### src/rtl/head_table_if.sv
// Write port of the bucket head table.
//   wr_en   : one write this cycle
//   wr_addr : bucket index
//   wr_data : {head pointer, pointer valid}
// master drives all three signals; slave (the table) receives them.
interface head_table_if #(
  parameter int unsigned BUCKET_WIDTH = 10,
  parameter int unsigned PTR_WIDTH    = 8
);
  logic [BUCKET_WIDTH-1:0] wr_addr;
  logic [PTR_WIDTH:0]      wr_data;
  logic                    wr_en;

  modport master (output wr_addr, output wr_data, output wr_en);
  modport slave  (input  wr_addr, input  wr_data, input  wr_en);
endinterface

### src/rtl/head_table_wr_ctrl.sv
// Head table write controller.
// Clears every table entry after reset (AUTO_INIT) or on init_i, then forwards head updates
// one per cycle to the table write port. All table-port signals come from flops.
// Ports:
//   clk_i, rst_n_i     : clock, asynchronous active-low reset
//   init_i             : pulse requesting a full table clear
//   init_done_o        : table initialised, updates accepted
//   upd_valid_i/ready_o: update handshake
//   upd_bucket_i       : bucket to write
//   upd_ptr_i          : new head pointer
//   upd_ptr_val_i      : head pointer valid (0 = empty bucket)
//   ht_if              : table write port (master)
//   wr_cnt_o           : saturating count of update writes
module head_table_wr_ctrl #(
  parameter int unsigned BUCKET_WIDTH = 10,
  parameter int unsigned PTR_WIDTH    = 8,
  parameter bit          AUTO_INIT    = 1'b1
) (
  input  logic                    clk_i,
  input  logic                    rst_n_i,
  input  logic                    init_i,
  output logic                    init_done_o,
  input  logic                    upd_valid_i,
  output logic                    upd_ready_o,
  input  logic [BUCKET_WIDTH-1:0] upd_bucket_i,
  input  logic [PTR_WIDTH-1:0]    upd_ptr_i,
  input  logic                    upd_ptr_val_i,
  head_table_if.master            ht_if,
  output logic [31:0]             wr_cnt_o
);

  // One extra bit so the sweep end (2^BUCKET_WIDTH) is seen without wrapping to 0.
  localparam int unsigned CntW = BUCKET_WIDTH + 1;

  typedef enum logic [1:0] {StIdle, StClear, StRun} state_e;

  state_e                  state_q, state_d;
  logic [CntW-1:0]         clr_cnt_q, clr_cnt_d;
  logic                    auto_q;
  logic                    wr_en_q, wr_en_d;
  logic [BUCKET_WIDTH-1:0] wr_addr_q, wr_addr_d;
  logic [PTR_WIDTH:0]      wr_data_q, wr_data_d;
  logic [31:0]             wr_cnt_q, wr_cnt_d;
  logic                    start_clear;

  assign upd_ready_o = (state_q == StRun) && !init_i;
  assign init_done_o = (state_q == StRun);
  assign wr_cnt_o    = wr_cnt_q;

  assign ht_if.wr_en   = wr_en_q;
  assign ht_if.wr_addr = wr_addr_q;
  assign ht_if.wr_data = wr_data_q;

  always_comb begin
    state_d     = state_q;
    clr_cnt_d   = clr_cnt_q;
    wr_en_d     = 1'b0;
    wr_addr_d   = wr_addr_q;
    wr_data_d   = wr_data_q;
    wr_cnt_d    = wr_cnt_q;
    start_clear = 1'b0;

    case (state_q)
      StIdle: begin
        // auto_q is high only on the first cycle out of reset
        if (init_i || auto_q) begin
          start_clear = 1'b1;
        end
      end
      StClear: begin
        if (init_i) begin
          start_clear = 1'b1;
        end else if (clr_cnt_q[BUCKET_WIDTH]) begin
          state_d = StRun;
        end else begin
          wr_en_d   = 1'b1;
          wr_addr_d = clr_cnt_q[BUCKET_WIDTH-1:0];
          wr_data_d = '0;
          clr_cnt_d = clr_cnt_q + 1'b1;
        end
      end
      StRun: begin
        if (init_i) begin
          start_clear = 1'b1;
        end else if (upd_valid_i) begin
          wr_en_d   = 1'b1;
          wr_addr_d = upd_bucket_i;
          wr_data_d = {upd_ptr_i, upd_ptr_val_i};
          if (wr_cnt_q != 32'hFFFF_FFFF) begin
            wr_cnt_d = wr_cnt_q + 32'd1;
          end
        end
      end
      default: state_d = StIdle;
    endcase

    // Address 0 is written on entry, so the counter resumes at 1.
    if (start_clear) begin
      state_d   = StClear;
      wr_en_d   = 1'b1;
      wr_addr_d = '0;
      wr_data_d = '0;
      clr_cnt_d = CntW'(1);
    end
  end

  always_ff @(posedge clk_i or negedge rst_n_i) begin
    if (!rst_n_i) begin
      state_q   <= StIdle;
      clr_cnt_q <= '0;
      auto_q    <= AUTO_INIT;
      wr_en_q   <= 1'b0;
      wr_addr_q <= '0;
      wr_data_q <= '0;
      wr_cnt_q  <= '0;
    end else begin
      state_q   <= state_d;
      clr_cnt_q <= clr_cnt_d;
      auto_q    <= 1'b0;
      wr_en_q   <= wr_en_d;
      wr_addr_q <= wr_addr_d;
      wr_data_q <= wr_data_d;
      wr_cnt_q  <= wr_cnt_d;
    end
  end

endmodule

### src/flat_wrapper.sv
// flat-port wrapper written by rule: the top's interface ports become plain ports
module head_table_wr_ctrl_flat 
#(
  parameter int unsigned BUCKET_WIDTH = 10,
  parameter int unsigned PTR_WIDTH    = 8,
  parameter bit          AUTO_INIT    = 1'b1
)
  (clk_i, rst_n_i, init_i, init_done_o, upd_valid_i, upd_ready_o, upd_bucket_i, upd_ptr_i, upd_ptr_val_i, wr_cnt_o, ht_if_wr_addr, ht_if_wr_data, ht_if_wr_en);
  head_table_if #(.BUCKET_WIDTH(BUCKET_WIDTH), .PTR_WIDTH(PTR_WIDTH)) ht_if_i ();
  input  logic clk_i;
  input  logic rst_n_i;
  input  logic init_i;
  output logic init_done_o;
  input  logic upd_valid_i;
  output logic upd_ready_o;
  input  logic [BUCKET_WIDTH-1:0] upd_bucket_i;
  input  logic [PTR_WIDTH-1:0] upd_ptr_i;
  input  logic upd_ptr_val_i;
  output logic [31:0] wr_cnt_o;
  output wire logic [$bits(ht_if_i.wr_addr)-1:0] ht_if_wr_addr;
  output wire logic [$bits(ht_if_i.wr_data)-1:0] ht_if_wr_data;
  output wire logic [$bits(ht_if_i.wr_en)-1:0] ht_if_wr_en;
  assign ht_if_wr_addr = ht_if_i.wr_addr;
  assign ht_if_wr_data = ht_if_i.wr_data;
  assign ht_if_wr_en = ht_if_i.wr_en;
  head_table_wr_ctrl #(.BUCKET_WIDTH(BUCKET_WIDTH), .PTR_WIDTH(PTR_WIDTH), .AUTO_INIT(AUTO_INIT)) u_core (.clk_i(clk_i), .rst_n_i(rst_n_i), .init_i(init_i), .init_done_o(init_done_o), .upd_valid_i(upd_valid_i), .upd_ready_o(upd_ready_o), .upd_bucket_i(upd_bucket_i), .upd_ptr_i(upd_ptr_i), .upd_ptr_val_i(upd_ptr_val_i), .ht_if(ht_if_i), .wr_cnt_o(wr_cnt_o));
endmodule
### config.mk
export PLATFORM = sky130hd
export DESIGN_NAME = head_table_wr_ctrl_flat
export DESIGN_NICKNAME = d
export VERILOG_FILES = /design/src/rtl/head_table_if.sv /design/src/rtl/head_table_wr_ctrl.sv /design/src/flat_wrapper.sv
export SDC_FILE = /design/constraint.sdc
export NUM_CORES = 1
export LEC_CHECK = 0
export CORE_MARGIN = 1.5
export CORE_UTILIZATION = 53
export DETAILED_ROUTE_END_ITERATION = 8
export PLACE_DENSITY = 0.85
export SLEW_MARGIN = 40
export SYNTH_ARGS = -nofsm -noshare
export SYNTH_HDL_FRONTEND = slang
export SYNTH_SLANG_ARGS = --single-unit
### constraint.sdc
create_clock -name clk_i -period 6.45 [get_ports clk_i]
set_input_delay 0.645 -clock clk_i [delete_from_list [all_inputs] [get_ports clk_i]]
set_output_delay 0.645 -clock clk_i [all_outputs]
set_load 0.02 [all_outputs]
==> tab_implementation.tex <==
\begin{tabular}{lr}
\hline
Metric & Value \\
\hline
\multicolumn{2}{l}{\textbf{Synth}} \\
Portion of the post-synthesis area used by sequential elements & 51.6\% \\
Cell area after synthesis & $\sim$3200 sq um \\
Multiplexer fraction of the synthesized cell area & 3.79\% \\
Simple-gate portion of the synthesized area & 21.4\% \\
Post-synthesis sequential element count & 66 \\
Compound-Gate Fraction of Synth Area & 8.91\% \\
Cell variety after synth & 45 \\
Net count of the mapped netlist & 328 \\
Main combinational cell family by area after synthesis & simple AND/OR/NAND/NOR gates \\
Synthesized-area fraction occupied by xor and xnor cells & 9.57\% \\
Post-synth EDFFs & 0 \\
Fraction of the mapped netlist area in adder cells & 2.34\% \\
Most instantiated flip-flop cell in the synthesis netlist & sky130\_fd\_sc\_hd\_\_dfrtp\_1 \\
Instance count of the mapped netlist & 299 \\
Mean cell area of the mapped netlist & 10.7 sq um \\
Yosys warnings & 0 \\
FFs w/ async S/R, synth & 100\% \\
\multicolumn{2}{l}{\textbf{Power}} \\
Share of total power consumed by net switching & a little over a fifth \\
Lkg Pwr & 0.00179 uW \\
Power density relative to cell area & 201 nW/um\^{}2 \\
Internal Dissipation & approximately 680 uW \\
Power dissipated by switching net loads & between 150 and 200 uW \\
IR drop worst, VDD & 0.146 mV \\
Clock share of power & 45.2\% \\
Combinational power share & 5.4\% \\
Sequential group share of total power & 49.3\% \\
\multicolumn{2}{l}{\textbf{CTS}} \\
Number of hold buffers added after CTS & 0 \\
Cell chosen for the clock root & sky130\_fd\_sc\_hd\_\_clkbuf\_8 \\
Clock network latency to the later pin of the worst-skew pair & $\sim$350 ps \\
TritonCTS Sinks & 66 \\
Post-CTS setup-driven buffer insertion count & 0 \\
Number of gates given a new drive strength after cts & 0 \\
Buffer depth of the longest clock path & 2 \\
Clock tree from TritonCTS & done \\
Number of buffers inserted during clock tree synthesis & 9 \\
Clock transition at the register clock pins on the worst setup and hold paths after CTS & 70 ps \\
CTS H-tree depth & 3 \\
\multicolumn{2}{l}{\textbf{STA}} \\
Clock period minus final worst setup slack & 2930 ps \\
Final Setup Violations & 0 \\
Peak Freq & roughly 340 MHz \\
Remaining max-slew budget at the tightest pin & 58.7\% \\
RSZ-0062 raised after global routing & no \\
Setup TNS & 0 ps \\
Count of final hold-check violations & 0 \\
Clk\_skew & 11.6 ps \\
Post-route fraction of the period consumed by the critical path & 45.4\% \\
Measured slew at the worst slew-check pin & 617 ps \\
Final critical-path setup slack & 3520 ps \\
Max-slew violations & 0 \\
\multicolumn{2}{l}{\textbf{Die}} \\
Boundary Pins & 77 \\
Standard-cell rows & 28 \\
Area of the core region & 5890 sq um \\
Initial cell density of the core & 54.4\% \\
Die width & 80.7 um \\
Area of the die & $\sim$6500 sq um \\
Die boundary height & about 80 um \\
\multicolumn{2}{l}{\textbf{Cells and area}} \\
Non-filler instance count after layout & 459 \\
Area occupied by multi-input gates & around 1500 sq um \\
Net count, final & about 410 \\
Sequential cell area & roughly 1700 sq um \\
Most common cell after layout, fill and taps aside & sky130\_fd\_sc\_hd\_\_clkdlybuf4s50\_1 \\
Antenna diodes & 0 \\
Commonest non-fill, non-tap cells in the layout & sky130\_fd\_sc\_hd\_\_clkdlybuf4s50\_1 (75), sky130\_fd\_sc\_hd\_\_dfrtp\_1 (65), sky130\_fd\_sc\_hd\_\_nand2\_1 (25) \\
Layout cells sized above 1 & under 10\% \\
Layout filler cell count & 419 \\
Area grow syn2layout & 32.8\% \\
\multicolumn{2}{l}{\textbf{Route}} \\
Via count & 2664 \\
Routed wirelength normalized by instance count & approximately 16 um \\
Number of detailed-routing iterations run before antenna repair & 4 \\
Drt total wl & roughly 7500 um \\
DR DRC count & 0 \\
Number of DRC violations after detailed-routing iteration 0 & 217 \\
Average via count per standard cell & around 5.8 \\
Remaining number of nets flagged by the antenna check after routing & 0 \\
\multicolumn{2}{l}{\textbf{Setup path}} \\
First element of the critical path & u\_core.state\_q[0]\$\_DFFE\_PN0P\_ \\
Arrival time at the worst endpoint & 2280 ps \\
Reg2reg start & u\_core.state\_q[0]\$\_DFFE\_PN0P\_ \\
Worst EP required & 5800 ps \\
WS Path Type & reg2out \\
Critical Path Sink Type & output pin \\
Crit Path Max Fanout & 19 \\
Kind of start point of the critical path & flip-flop \\
\multicolumn{2}{l}{\textbf{Placed design}} \\
Placed wire-length estimate after detailed placement & 5240 um \\
Dpl ws & 3460 ps \\
Number of cells in the design after placement & 444 \\
Number of port buffers & 76 \\
Final weighted congestion in routability-driven placement & 0.860 \\
\multicolumn{2}{l}{\textbf{Global routing}} \\
Wire length of the first global-routing pass & around 13000 um \\
Antenna violations before repair & 0 \\
Overall Global Routing Usage & 25.5\% \\
Largest net degree at the start of global routing & 67 \\
Sum of overflow across all layers after global routing & 0 \\
Vias in the first global route & 2552 \\
\multicolumn{2}{l}{\textbf{Worst hold path}} \\
Path category of the worst min-delay check & in2async \\
\multicolumn{2}{l}{\textbf{Run}} \\
Max-cap viol count & 0 \\
\multicolumn{2}{l}{\textbf{Outcome}} \\
Status & complete, no violations \\
\hline
\end{tabular}
[flip-flops by register name, summed over array words and instances, names as in the netlist]
register,flops
u_core.wr_cnt_o,32
u_core.clr_cnt_q,11
u_core.ht_if.wr_addr,10
u_core.ht_if.wr_data,9
u_core.state_q,2
u_core.auto_q,1
u_core.ht_if.wr_en,1
[layer usage]
metal / global-route usage (%) / wire length (um) / up-vias
li1: - / - / 1237
met2: 38.2 / 3560 / 97
met5: 0 / 0 / -
met3: 4.66 / 384 / 16
met4: 12.8 / 155 / 0
met1: 35.7 / 3420 / 1314
[cells by family after synthesis]
family | Yosys count
other | 1
flip-flops | 66
AO/OA/AOI/OAI | 41
XOR/XNOR | 35
buffers and inverters | 15
adder cells (fa/ha/maj) | 6
AND/OR/NAND/NOR | 123
multiplexers | 12
[per-stage QoR]
| stage | util (%) | total power (uW) | hold slack [ps] | instance area, sq um |
|---|---|---|---|---|
| floorplan | - | 445 | 349 | 3200 |
| global placement | 68.4 | 475 | 460 | 4030 |
| detailed placement | 68.4 | 476 | 470 | 4030 |
| CTS | 72.2 | 859 | 490 | 4250 |
| global route | 72.3 | 883 | 425 | 4250 |
| finish | 72.3 | 856 | 343 | 4250 |
[worst paths after layout]
kind | cells after the start | slack (ps) | end
worst min register to register | 2 | 490 | u_core.ht_if.wr_addr[6]$_DFFE_PN0P_
worst max-delay path | 4 | 3520 | upd_ready_o
min in group clk_i | 2 | 490 | u_core.ht_if.wr_addr[6]$_DFFE_PN0P_
worst max register to register | 7 | 3690 | u_core.wr_cnt_o[19]$_DFFE_PN0P_
worst min-delay path | 2 | 340 | u_core.ht_if.wr_addr[6]$_DFFE_PN0P_
max in group asynchronous | 2 | 5640 | u_core.clr_cnt_q[0]$_DFFE_PN0P_
[power by group through the flow]
stage / sequential, uW / clock (uW) / combinational [uW]
after floorplan: 431 / 0 / 13.6
after global placement: 430 / 0 / 45.2
after detailed placement: 430 / 0 / 46.4
after CTS: 422 / 390 / 46.9
after global routing: 422 / 409 / 51.1
final: 422 / 387 / 46.4
[critical path, cell delays in order (launching register included)]
cell and delay (ps):
sky130_fd_sc_hd__dfrtp_1 410, sky130_fd_sc_hd__inv_1 120, sky130_fd_sc_hd__ha_2 510, sky130_fd_sc_hd__nor2b_1 250, sky130_fd_sc_hd__clkdlybuf4s50_1 640
[synth_stat cells, drive strengths merged, types with 2 or more instances]
cell type | count | area, sq um
and3 | 7 | 43.8
nor3b | 2 | 25.0
dfrtp | 65 | 1630
nand3 | 18 | 90.1
o31ai | 10 | 75.1
xnor2 | 22 | 193
mux2i | 11 | 110
nand2 | 25 | 93.8
clkbuf | 5 | 18.8
inv | 6 | 22.5
a21oi | 9 | 48.8
nor3 | 9 | 45.0
o21ai | 8 | 40.0
or4b | 2 | 20.0
xor2 | 13 | 114
nor2 | 19 | 71.3
or4 | 2 | 18.8
nand4 | 16 | 113
a31oi | 2 | 18.8
a22o | 9 | 78.8
nor4 | 5 | 31.3
or3 | 6 | 37.5
and2 | 4 | 25.0
nand2b | 3 | 18.8
ha | 6 | 75.1
buf | 4 | 31.3
[final cells by class]
type,instances,area share [%]
Timing Repair Buffer,79,18.4
Inverter,6,0.530
Sequential cell,66,38.9
Multi-Input combinational cell,218,34.9
Clock inverter,2,1.41
Clock buffer,13,3.74
Tap cell,75,2.21
No activity file was read; power rests on OpenSTA's default activity.
